<file path="config.mk">
export PLATFORM = sky130hd
export DESIGN_NAME = inv_bist_ctrl
export DESIGN_NICKNAME = d
export VERILOG_FILES = /design/src/rtl/inv_bist_ctrl.sv
export SDC_FILE = /design/constraint.sdc
export NUM_CORES = 1
export LEC_CHECK = 0
export BUFFER_PORTS_ARGS = -buffer_cell sky130_fd_sc_hd__buf_2
export CORE_UTILIZATION = 50
export DETAILED_ROUTE_END_ITERATION = 12
export GPL_ROUTABILITY_DRIVEN = 0
export PLACE_DENSITY_LB_ADDON = 0.3
export SETUP_SLACK_MARGIN = 0.4
export SYNTH_ARGS = -nofsm -noshare
export SYNTH_HDL_FRONTEND = slang
export SYNTH_SLANG_ARGS = --single-unit
</file>
<file path="constraint.sdc">
create_clock -name clk -period 3 [get_ports clk]
set_input_delay 0.45 -clock clk [delete_from_list [all_inputs] [get_ports clk]]
set_output_delay 0.45 -clock clk [all_outputs]
set_load 0.02 [all_outputs]
</file>
<file path="src/rtl/inv_bist_ctrl.sv">
// inv_bist_ctrl: built-in self-test controller for a CMOS inverter cell.
// The controller drives the inverter input (x_drive) with a fixed-length
// pattern. It waits a settle time for each vector, then checks that the
// inverter output equals ~x_drive and counts any mismatches.
// Optional feature macro: INV_BIST_FSYNC_EN. When it is defined, f_sense is
// passed through a 2-flop synchronizer and the settle time is extended by
// two cycles to cover the synchronizer latency.
module inv_bist_ctrl #(
  parameter int SETTLE_CYCLES = 2,
  parameter int PATTERN_LEN   = 16,
  parameter int ERR_W         = 8
) (
  input  logic             clk,
  input  logic             rst_n,
  input  logic             start,
  input  logic             f_sense,
  output logic             x_drive,
  output logic             busy,
  output logic             done,
  output logic             pass,
  output logic [ERR_W-1:0] err_cnt
);

  localparam logic [2:0] IDLE   = 3'd0;
  localparam logic [2:0] DRIVE  = 3'd1;
  localparam logic [2:0] SETTLE = 3'd2;
  localparam logic [2:0] SAMPLE = 3'd3;
  localparam logic [2:0] DONE   = 3'd4;

`ifdef INV_BIST_FSYNC_EN
  localparam int SETTLE_LOAD = SETTLE_CYCLES + 2;
`else
  localparam int SETTLE_LOAD = SETTLE_CYCLES;
`endif

  localparam int VEC_W = (PATTERN_LEN > 2) ? $clog2(PATTERN_LEN) : 1;
  localparam int SET_W = (SETTLE_LOAD > 1) ? $clog2(SETTLE_LOAD + 1) : 1;

  localparam logic [VEC_W-1:0] LAST_VEC = VEC_W'(PATTERN_LEN - 1);
  localparam logic [VEC_W-1:0] VEC_ONE  = VEC_W'(1);
  localparam logic [SET_W-1:0] SET_LOAD = SET_W'(SETTLE_LOAD);
  localparam logic [SET_W-1:0] SET_ONE  = SET_W'(1);
  localparam logic [ERR_W-1:0] ERR_MAX  = '1;
  localparam logic [7:0]       LFSR_SEED = 8'hA5;

  logic [2:0]       state_q, state_d;
  logic [VEC_W-1:0] vecCnt_q, vecCnt_d;
  logic [SET_W-1:0] settleCnt_q, settleCnt_d;
  logic [ERR_W-1:0] errCnt_q, errCnt_d;
  logic [7:0]       lfsr_q, lfsr_d;
  logic             xDrive_q, xDrive_d;
  logic             f_s;

`ifdef INV_BIST_FSYNC_EN
  logic syncA_q, syncB_q;

  // Two-flop synchronizer for the analog-side inverter output; idles high.
  always_ff @(posedge clk or negedge rst_n) begin
    if (!rst_n) begin
      syncA_q <= 1'b1;
      syncB_q <= 1'b1;
    end else begin
      syncA_q <= f_sense;
      syncB_q <= syncA_q;
    end
  end

  assign f_s = syncB_q;
`else
  assign f_s = f_sense;
`endif

  // Next-state logic: vector sequencing, settle timing, mismatch counting.
  always_comb begin
    state_d     = state_q;
    vecCnt_d    = vecCnt_q;
    settleCnt_d = settleCnt_q;
    errCnt_d    = errCnt_q;
    lfsr_d      = lfsr_q;
    xDrive_d    = xDrive_q;
    case (state_q)
      IDLE, DONE: begin
        if (start) begin
          state_d  = DRIVE;
          vecCnt_d = '0;
          errCnt_d = '0;
          lfsr_d   = LFSR_SEED;
        end
      end
      DRIVE: begin
        if (vecCnt_q == '0) begin
          xDrive_d = 1'b0;
        end else if (vecCnt_q == VEC_ONE) begin
          xDrive_d = 1'b1;
        end else begin
          xDrive_d = lfsr_q[0];
        end
        settleCnt_d = SET_LOAD;
        state_d     = (SET_LOAD == '0) ? SAMPLE : SETTLE;
      end
      SETTLE: begin
        settleCnt_d = settleCnt_q - SET_ONE;
        if (settleCnt_q <= SET_ONE) begin
          state_d = SAMPLE;
        end
      end
      SAMPLE: begin
        if ((f_s == xDrive_q) && (errCnt_q != ERR_MAX)) begin
          errCnt_d = errCnt_q + 1'b1;
        end
        if (vecCnt_q != '0) begin
          lfsr_d = {lfsr_q[6:0], lfsr_q[7] ^ lfsr_q[5] ^ lfsr_q[4] ^ lfsr_q[3]};
        end
        if (vecCnt_q == LAST_VEC) begin
          state_d  = DONE;
          xDrive_d = 1'b0;
        end else begin
          vecCnt_d = vecCnt_q + 1'b1;
          state_d  = DRIVE;
        end
      end
      default: begin
        state_d  = IDLE;
        xDrive_d = 1'b0;
      end
    endcase
  end

  // State and datapath registers; reset aborts any run in progress.
  always_ff @(posedge clk or negedge rst_n) begin
    if (!rst_n) begin
      state_q     <= IDLE;
      vecCnt_q    <= '0;
      settleCnt_q <= '0;
      errCnt_q    <= '0;
      lfsr_q      <= LFSR_SEED;
      xDrive_q    <= 1'b0;
    end else begin
      state_q     <= state_d;
      vecCnt_q    <= vecCnt_d;
      settleCnt_q <= settleCnt_d;
      errCnt_q    <= errCnt_d;
      lfsr_q      <= lfsr_d;
      xDrive_q    <= xDrive_d;
    end
  end

  assign x_drive = xDrive_q;
  assign busy    = (state_q == DRIVE) || (state_q == SETTLE) || (state_q == SAMPLE);
  assign done    = (state_q == DONE);
  assign pass    = (state_q == DONE) && (errCnt_q == '0);
  assign err_cnt = errCnt_q;

endmodule

</file>
==> results.json <==
{
  "status": "finished, final reports clean",
  "drtIter0Drc": 46,
  "cts_made_buffers": 3,
  "fin_skew_ps": 1.39,
  "worst-endpoint-required_ps": 2550,
  "crit_path_end_kind": "output pin",
  "synthToLayoutAreaGrowth_pct": 9.10,
  "maxCapViolCount": 0,
  "holdWs_ps": 112,
  "synth-seq-area-share": 0.458,
  "cts_resized": 0,
  "numClockSinks": 26,
  "cp.arrival_ps": 1770,
  "hp-class": "in2async",
  "fin_util": 0.571,
  "max-slew-margin-rel": 0.565,
  "async_flop_share": 1.00,
  "avgSynthCellArea_um2": 9.47,
  "hpwlAfterDp_um": 2100,
  "setup_tns_ps": 0,
  "wl_per_cell_um": 14.4,
  "clkLatencyLatePin_ps": 310,
  "grt_setup_unrepaired": "no",
  "synth_cell_type_count": 43,
  "start_kind": "register",
  "grt_use_met3": 0.0258,
  "pre_cts_ws_ps": 928,
  "final_area_mm2": 0.00156,
  "cts_setup_buffers": 0,
  "drive_gt1_frac": 0.187,
  "grt_pass1_vias": 1041,
  "ir_worst_vdd_mv": 0.491,
  "grt_pass1_wl_um": 4860,
  "layout_setup_ws_ps": 784,
  "grt_overflow": 0,
  "cts_hold_buf": 0,
  "detail-route-antenna-nets": 0,
  "ys_warn_count": 0,
  "cp_slowest_cell": "dfrtp_1",
  "drv_slew": 0,
  "crit_path_max_incr_delay_ps": 530,
  "syn_area_mm2": 0.00143,
  "die_area_mm2": 0.00308,
  "ioPinCount": 16,
  "htree_num_levels": 1,
  "antenna_found_initial": 0,
  "rr_worst_depth": 4,
  "powerDensity_mw_per_mm2": 832,
  "synth_flop_cell": "dfrtp_1",
  "grtUsageMet1": 0.260,
  "fin_crit_ps": 2220,
  "nNetsFinal": 177,
  "critical_path_class": "reg2out",
  "grt.total_usage": 0.201,
  "setup_viol": 0,
  "die_h_um": 55.5,
  "grt_max_degree": 27,
  "first_pass_iters": 4,
  "clk_pin_slew_worst_paths_ps": 130,
  "initial_utilization": 0.523,
  "route.detailed.drc": 0,
  "diodes": 0,
  "tightestPinTransition_ps": 649,
  "ys_ff_latch": 26,
  "cts_buffer_depth": 2,
  "vias_per_cell": 5.79,
  "die_w_um": 55.5,
  "vias": 1140,
  "grt_most_used_layer": "met2",
  "path_cells": "nor2_1 -> and2_1 -> nand2_1 -> nor4_1 -> buf_2",
  "max_clock_freq_ghz": 0.451,
  "drt_wl_total_um": 2840,
  "cts_tree": "built",
  "core_area_mm2": 0.00273,
  "grt_util_met2": 0.343,
  "rows": 19,
  "hold_viol": 0,
  "path_max_fanout": 13,
  "postPlaceCellArea_mm2": 0.00152,
  "synth_fp_nets": 161,
  "port-buffer-count": 15,
  "synth-edff-count": 0,
  "power_leakage_nw": 0.706,
  "period_share": 0.739,
  "root_buffer": "clkbuf_4",
  "syn_inst": 151
}
==> per-stage QoR <==
| stage | power [W] | cells |
|---|---|---|
| floorplan | 0.00100 | 151 |
| global placement | 0.00111 | 193 |
| detailed placement | 0.00114 | 193 |
| CTS | 0.00131 | 197 |
| global route | 0.00140 | 197 |
| finish | 0.00130 | 197 |
==> final timing paths <==
check,startpoint,endpoint,slack [ps]
setup / recovery,state_q[0],pass,780
setup reg to reg,state_q[0],err_cnt[3],920
max in group asynchronous,rst_n,lfsr_q[7],2510
hold / removal,rst_n,settleCnt_q[0],110
min in group clk,start,state_q[2],420
hold reg to reg,lfsr_q[1],lfsr_q[2],520
==> logic make-up (layout without fill, tap and decap cells) <==
group                      Yosys count  in the layout  share of synthesized area
and+or+nand+nor                     55             55                      0.205
xor gates and xnor gates             4              4                     0.0245
adders and majority gates            6              6                     0.0525
muxes                                1              1                    0.00787
buffers and inverters               14             29                     0.0402
AOI/OAI and AO/OA                   45             45                      0.212
DFF                                 26             26                      0.458
==> sequential cells by signal (all words and copies together), names as in the netlist <==
name,flops
x_drive,1
state_q,3
vecCnt_q,4
err_cnt,8
settleCnt_q,2
lfsr_q,8
==> area by class of cell <==
| class | instances | area [µm²] |
|---|---|---|
| clock buffer | 4 | 36.3 |
| fill | 247 | 1170 |
| inverter | 10 | 37.5 |
| multi-input combinational | 111 | 717 |
| sequential | 26 | 656 |
| tap | 31 | 38.8 |
| timing repair buffer | 15 | 75.1 |
==> cell usage after synthesis, types with 2 or more instances <==
| library cell | count | area (µm²) |
|---|---|---|
| a21oi_1 | 12 | 60.1 |
| a31oi_1 | 4 | 25.0 |
| clkbuf_1 | 2 | 7.51 |
| dfrtp_1 | 22 | 551 |
| dfstp_2 | 4 | 105 |
| ha_1 | 6 | 75.1 |
| inv_1 | 10 | 37.5 |
| nand2_1 | 13 | 48.8 |
| nand3_1 | 7 | 35.0 |
| nand3b_1 | 2 | 15.0 |
| nand4_1 | 2 | 12.5 |
| nor2_1 | 12 | 45.0 |
| nor3_1 | 3 | 15.0 |
| nor3b_1 | 2 | 15.0 |
| o21ai_0 | 17 | 85.1 |
| o22a_1 | 2 | 17.5 |
| or3_1 | 3 | 18.8 |
| xnor2_1 | 2 | 17.5 |
| xor2_1 | 2 | 17.5 |
==> report_power, final <==
| part | total (W) | internal, W | switching (W) | leakage (nW) |
|---|---|---|---|---|
| Clock | 0.000171 | 0.0000741 | 0.0000973 | 0.0210 |
| Sequential | 0.000575 | 0.000465 | 0.000110 | 0.336 |
| Combinational | 0.000551 | 0.000216 | 0.000336 | 0.349 |
| Total | 0.00130 | 0.000755 | 0.000543 | 0.706 |
==> cell usage in the layout (no fill, tap or decap), types with 3 or more instances in the layout <==
master	n
dfrtp_1	22
o21ai_0	17
buf_2	15
nand2_1	13
nor2_1	12
a21oi_1	12
inv_1	10
nand3_1	7
ha_1	6
a31oi_1	4
dfstp_2	4
or3_1	3
nor3_1	3
clkbuf_4	3
==> layer usage <==
metal / share of wire / up-vias
met1: 0.45 / 544
met3: 0.026 / 4
li1: - / 571
met4: 0.013 / 0
met5: 0 / -
met2: 0.51 / 21
==> critical path: cells and delay by family (launching register included) <==
family | cells | cell delay, ps
flops | 1 | 530
simple gates | 4 | 720
buf+inv | 1 | 200
No activity file was read; power rests on OpenSTA's default activity.
